==> config.mk <==
export PLATFORM = sky130hd
export DESIGN_NAME = read_response_engine
export DESIGN_NICKNAME = d
export VERILOG_FILES = /design/src/rtl/read_response_engine.sv
export SDC_FILE = /design/constraint.sdc
export NUM_CORES = 1
export LEC_CHECK = 0
export ABC_AREA = 0
export CORE_AREA = 2 2 291 293
export DETAILED_ROUTE_END_ITERATION = 16
export DIE_AREA = 0 0 293 295
export GPL_ROUTABILITY_DRIVEN = 0
export HOLD_SLACK_MARGIN = 0.1
export PLACE_DENSITY = 0.64
export SYNTH_ARGS = -nofsm -noshare
export SYNTH_HDL_FRONTEND = slang
export SYNTH_SLANG_ARGS = --single-unit
==> constraint.sdc <==
create_clock -name clk -period 3.3 [get_ports clk]
set_input_delay 0.66 -clock clk [delete_from_list [all_inputs] [get_ports clk]]
set_output_delay 0.66 -clock clk [all_outputs]
set_load 0.1 [all_outputs]
==> src/rtl/read_response_engine.sv <==
// Receive side of the c0 read path: decodes control-poll lines into the ctrl_* handshake
// and counts/checksums run-read lines until the expected line count has arrived.
package read_response_engine_pkg;
  typedef enum logic [2:0] {
    AFU_IDLE = 3'd0,
    AFU_CTRL = 3'd1,
    AFU_RUN  = 3'd2,
    AFU_DONE = 3'd3
  } e_afu_state;
endpackage

module read_response_engine
  import read_response_engine_pkg::*;
#(
  parameter logic [15:0] READ_CTRL_MDATA   = 16'h0001,
  parameter logic [15:0] READ_RUN_MDATA    = 16'h0002,
  parameter logic [31:0] CONTROL_IDLE      = 32'd0,
  parameter logic [31:0] CONTROL_START_RUN = 32'd1,
  parameter logic [31:0] CONTROL_STOP      = 32'd2
) (
  input  logic         clk,
  input  logic         reset,
  input  e_afu_state   afu_state,
  input  logic         rx_valid,
  input  logic [15:0]  rx_mdata,
  input  logic [511:0] rx_data,
  output logic         ctrl_valid,
  output logic [31:0]  ctrl_code,
  output logic [41:0]  ctrl_rd_addr,
  output logic [31:0]  ctrl_num_cls,
  output logic         ctrl_ack,
  output logic [31:0]  run_count,
  output logic [63:0]  run_checksum,
  output logic         run_complete,
  output logic [15:0]  stray_count
);

  typedef enum logic [1:0] {S_IDLE, S_CTRL_WAIT, S_RUN, S_DONE} e_state;

  e_state       state_reg, state_next;
  logic         s1_valid_reg;
  logic [15:0]  s1_mdata_reg;
  logic [511:0] s1_data_reg;
  e_afu_state   s1_afu_reg;
  logic [32:0]  expected_reg;

  // afu_state is staged with the response so every decision sees a consistent pair
  always_ff @(posedge clk) begin
    if (reset) begin
      s1_valid_reg <= 1'b0;
      s1_mdata_reg <= '0;
      s1_data_reg  <= '0;
      s1_afu_reg   <= AFU_IDLE;
    end else begin
      s1_valid_reg <= rx_valid;
      s1_mdata_reg <= rx_mdata;
      s1_data_reg  <= rx_data;
      s1_afu_reg   <= afu_state;
    end
  end

  logic [63:0] word [8];
  logic [63:0] line_fold;

  for (genvar gi = 0; gi < 8; gi++) begin : g_word
    assign word[gi] = s1_data_reg[gi*64 +: 64];
  end

  always_comb begin
    line_fold = '0;
    for (int i = 0; i < 8; i++) line_fold = line_fold ^ word[i];
  end

  logic [31:0] line_code;
  logic [41:0] line_addr;
  logic [31:0] line_num;
  logic        ctrl_hit, run_hit, stray_hit, start_hit, stop_hit, last_hit;
  logic [31:0] count_inc;

  assign line_code = s1_data_reg[31:0];
  assign line_addr = s1_data_reg[105:64];
  assign line_num  = s1_data_reg[159:128];

  assign ctrl_hit  = s1_valid_reg && (s1_mdata_reg == READ_CTRL_MDATA) && (s1_afu_reg == AFU_CTRL);
  assign run_hit   = s1_valid_reg && (s1_mdata_reg == READ_RUN_MDATA) && (state_reg == S_RUN);
  assign stray_hit = s1_valid_reg && !ctrl_hit && !run_hit;
  assign start_hit = ctrl_hit && (line_code == CONTROL_START_RUN);
  assign stop_hit  = ctrl_hit && (line_code == CONTROL_STOP);
  assign count_inc = (run_count == 32'hFFFF_FFFF) ? run_count : run_count + 32'd1;
  assign last_hit  = run_hit && ({1'b0, count_inc} == expected_reg);

  always_ff @(posedge clk) begin
    if (reset) state_reg <= S_IDLE;
    else       state_reg <= state_next;
  end

  always_comb begin
    state_next = state_reg;
    case (state_reg)
      S_IDLE:      if (s1_afu_reg == AFU_CTRL) state_next = S_CTRL_WAIT;
      S_CTRL_WAIT: state_next = S_CTRL_WAIT;
      S_RUN:       if (last_hit) state_next = S_DONE;
      S_DONE:      if (s1_afu_reg == AFU_CTRL) state_next = S_CTRL_WAIT;
      default:     state_next = S_IDLE;
    endcase
    if (start_hit) state_next = S_RUN;
    if (stop_hit)  state_next = S_IDLE;
    // Leaving to AFU_IDLE wins, but the run results are kept for software to read
    if (s1_afu_reg == AFU_IDLE) state_next = S_IDLE;
  end

  always_ff @(posedge clk) begin
    if (reset) begin
      ctrl_valid   <= 1'b0;
      ctrl_ack     <= 1'b0;
      ctrl_code    <= '0;
      ctrl_rd_addr <= '0;
      ctrl_num_cls <= '0;
      run_count    <= '0;
      run_checksum <= '0;
      run_complete <= 1'b0;
      stray_count  <= '0;
      expected_reg <= '0;
    end else begin
      ctrl_valid <= ctrl_hit && (line_code != CONTROL_IDLE);
      ctrl_ack   <= ctrl_hit;
      if (ctrl_hit) begin
        ctrl_code    <= line_code;
        ctrl_rd_addr <= line_addr;
        ctrl_num_cls <= line_num;
      end
      // Request side reads start..start+num_cls inclusive, hence the +1
      if (start_hit) begin
        expected_reg <= {1'b0, line_num} + 33'd1;
        run_count    <= '0;
        run_checksum <= '0;
        run_complete <= 1'b0;
      end
      if (run_hit) begin
        run_count    <= count_inc;
        run_checksum <= run_checksum ^ line_fold;
        if (last_hit) run_complete <= 1'b1;
      end
      if (stray_hit && (stray_count != 16'hFFFF)) stray_count <= stray_count + 16'd1;
    end
  end

endmodule

==> results <==
## metal layers
layer / GRT usage [%] / share of wire, %
met1: 26.3 / 41
met2: 38.7 / 50
met3: 5.73 / 7.3
met4: 5.37 / 1.9
met5: 0 / 0.16
## cells by family after synthesis
| logic type | count (synthesis) | share of synthesized area (%) |
|---|---|---|
| AND/OR/NAND/NOR | 1274 | 21.9 |
| XOR/XNOR | 527 | 15.3 |
| AO/OA/AOI/OAI | 405 | 7.72 |
| multiplexers | 4 | 0.141 |
| buffers and inverters | 187 | 2.57 |
| flip-flops | 788 | 52.2 |
| adder cells (fa/ha/maj) | 4 | 0.166 |
## path summary, 6_finish.rpt
check / startpoint / end / slack, ns / cells after the start
max reg2reg: run_count[0] / state_reg[0] / 0.16 / 10
max: run_count[0] / state_reg[0] / 0.16 / 10
min: ctrl_num_cls[9] / ctrl_num_cls[9] / 0.45 / 2
min reg2reg: ctrl_num_cls[9] / ctrl_num_cls[9] / 0.45 / 2
## per-stage QoR
step / area, um^2 / power, mW / instances / setup WS (ns)
2_1_floorplan: 30200 / 11.6 / 3189 / 0.00304
3_5_place_dp: 38600 / 12.6 / 4920 / 0.165
4_1_cts: 41600 / 22.8 / 5076 / 0.145
5_1_grt: 41700 / 23.4 / 5081 / 0.0238
6_report: 41700 / 22.6 / 5082 / 0.163
3_3_place_gp: 38600 / 12.5 / 4920 / 0.264
## worst reg2reg max path, delay by kind of cell, from the launching register on
kind / cells / cell delay [ns]
buffers and inverters: 1 / 0.27
AND/OR/NAND/NOR: 4 / 1.28
AO/OA/AOI/OAI: 4 / 0.91
adder cells (fa/ha/maj): 1 / 0.20
flip-flops: 1 / 0.39
## repair_timing
action                                  in CTS  in global routing
endpoints found under the setup margin       0                  3
hold buffers                                 0                  0
gates resized for setup                      0                  4
## synthesized netlist by cell type, types with 3 or more instances
cell type	count	share of area (%)
dfxtp_1	788	52
nor2b_1	538	11
xnor2_1	413	12
nand2_1	332	4.1
nor2_1	228	2.8
a21oi_1	213	3.5
clkbuf_1	155	1.9
xor2_1	114	3.3
o21ai_0	92	1.5
a211oi_1	40	0.99
nand3_1	32	0.53
nand4_1	30	0.62
nor4_1	21	0.43
and3_1	18	0.37
nor3_1	17	0.28
and4_1	14	0.41
buf_2	11	0.18
or4_1	11	0.27
a31oi_1	10	0.21
inv_1	9	0.11
a311oi_1	7	0.20
buf_6	6	0.22
or3_1	6	0.12
and2_1	4	0.083
buf_4	4	0.099
ha_1	4	0.17
nand3b_1	4	0.099
o2111ai_1	4	0.12
nand2b_1	3	0.062
nor4b_1	3	0.087
o21a_1	3	0.075
## final cells by class
type / instances / area (um^2)
Timing Repair Buffer: 829 / 7690
Sequential cell: 788 / 15800
Clock buffer: 119 / 2460
Tap cell: 1080 / 1350
Antenna cell: 6 / 15.0
Inverter: 9 / 33.8
Fill cell: 7608 / 41500
Clock inverter: 37 / 629
Multi-Input combinational cell: 2214 / 13700
## cells in the final DEF (no fill, tap or decap), types with 11 or more instances in the layout
cell type        instances
xnor2_1                413
a21oi_1                213
nand3_1                 32
dfxtp_1                783
clkbuf_1                15
xor2_1                 114
clkinv_2                12
clkdlybuf4s50_1        532
clkbuf_8                18
buf_4                  286
o21ai_0                 92
nor3_1                  16
a211oi_1                40
nand2_1                332
clkbuf_16               86
nand4_1                 30
nor2_1                 227
and3_1                  17
bufinv_16               12
nor2b_1                538
or4_1                   11
nor4_1                  19
and4_1                  12
## report_power, final
part	switching [mW]	leakage (nW)	total (mW)	internal [mW]
logic	0.907	7.65	2.26	1.35
registers	0.215	6.50	10.1	9.87
clock network	4.04	1.49	10.2	6.20
==> key figures <==
Run status
  • Status: complete, no violations

STA
  • Slew HR: 35.0%
  • Final setup violation count: 0
  • Hold WS: 0.454 ns
  • Minimum clock period: 3.14 ns
  • Peak Freq: 0.319 GHz
  • Final setup TNS: 0 ns
  • Final Hold Viols: 0
  • RSZ-0062 raised after global routing: false
  • Slew @ Worst Pin: a little under 1 ns
  • Slew Viols, Final: 0
  • Final worst-path cycle share: 95.0%
  • Clk_skew: 0.0330 ns

Yosys
  • #FFs+latches synth: 788
  • Post-synth ARST share: 0%
  • Net count after synthesis: 3727
  • Sequential share of the synthesized area: 52.2%
  • Ys flop type: dfxtp_1
  • Count of cell types in the netlist: 69
  • Syn Area/Cell: 9.48 um^2
  • Yosys warns: 0
  • Netlist Area Pre-Place: between 30000 and 40000 um^2
  • EDFF count, synth: 0
  • Cells after synthesis: 3189

Drt
  • Vias/cell: 4.66
  • ANT nets after route: 0
  • Routed WL: 98200 um
  • DR iter-0 viols: 1321
  • DR WL/cell: 19.3 um
  • DR vias: 23700
  • Drt pass-1 iters: 5
  • DRC Markers: 0

GRT
  • First-pass GRT wire length: 142000 um
  • Vias in the first global route: 22600
  • Grt ovf: 0
  • Largest net degree at the start of global routing: 111
  • Global-route usage over all layers: 21.8%
  • Initial antenna violation count: 20

Flow run
  • Max-Cap Viols: 0

Power
  • Pwr Density: ~540 nW/um^2
  • Leakage: 15.6 nW
  • Worst vdd ir: 0.399 mV

Die
  • Die width: ~300 um
  • Chip Height: 295 um
  • Std-Cell Rows: 106
  • Boundary Pins: roughly 760
  • Effective utilization at floorplan: a little over a third
  • Die Area: 86400 um^2
  • Area of the core: 83200 um^2

Clock tree
  • CTS tree: done
  • Root Buffer: clkbuf_16
  • Reg clk slew, reported paths: roughly 0.060 ns
  • CTS max path bufs: 3
  • # clock sinks: 788
  • Post-CTS Setup Bufs: 0
  • Number of H-tree levels: 3
  • CTS Buf Count: 85
  • Clk_lat worst skew: 0.64 ns

Setup path
  • CP max stage delay: roughly 0.42 ns
  • Crit-path most repeated cell: o2111ai_1
  • Top delay family on crit path: simple AND/OR/NAND/NOR gates
  • CP max-delay cell: and4_2
  • Crit Path Class: flop to flop
  • Critical Path Source Type: flop
  • Critical Path, Cell by Cell: ha_1 -> and4_2 -> nand4_1 -> buf_4 -> a21oi_2 -> and3_1 -> o2111ai_1 -> nor4_2 -> o2111ai_1 -> a31oi_1
  • Worst-path fanout max: 10
  • Arrival @ worst endpoint: 3.69 ns
  • Data required time at the worst endpoint: 3.85 ns
  • Worst path buffer plus inverter count: 1
  • Critical path endpoint category: flop

Finish
  • Nets: 4465
  • Max reg flops: between 500 and 600
  • Synthesis-to-finish area growth: 37.9%
  • Fin util: 50.1%
  • Layout cells sized above 1: 11.7%

Hold path
  • Min-delay worst type: flop to flop

Placed design
  • Post-DP HPWL: about 76000 um
  • IO buf count: ~750
(Power assumes the default switching activity.)
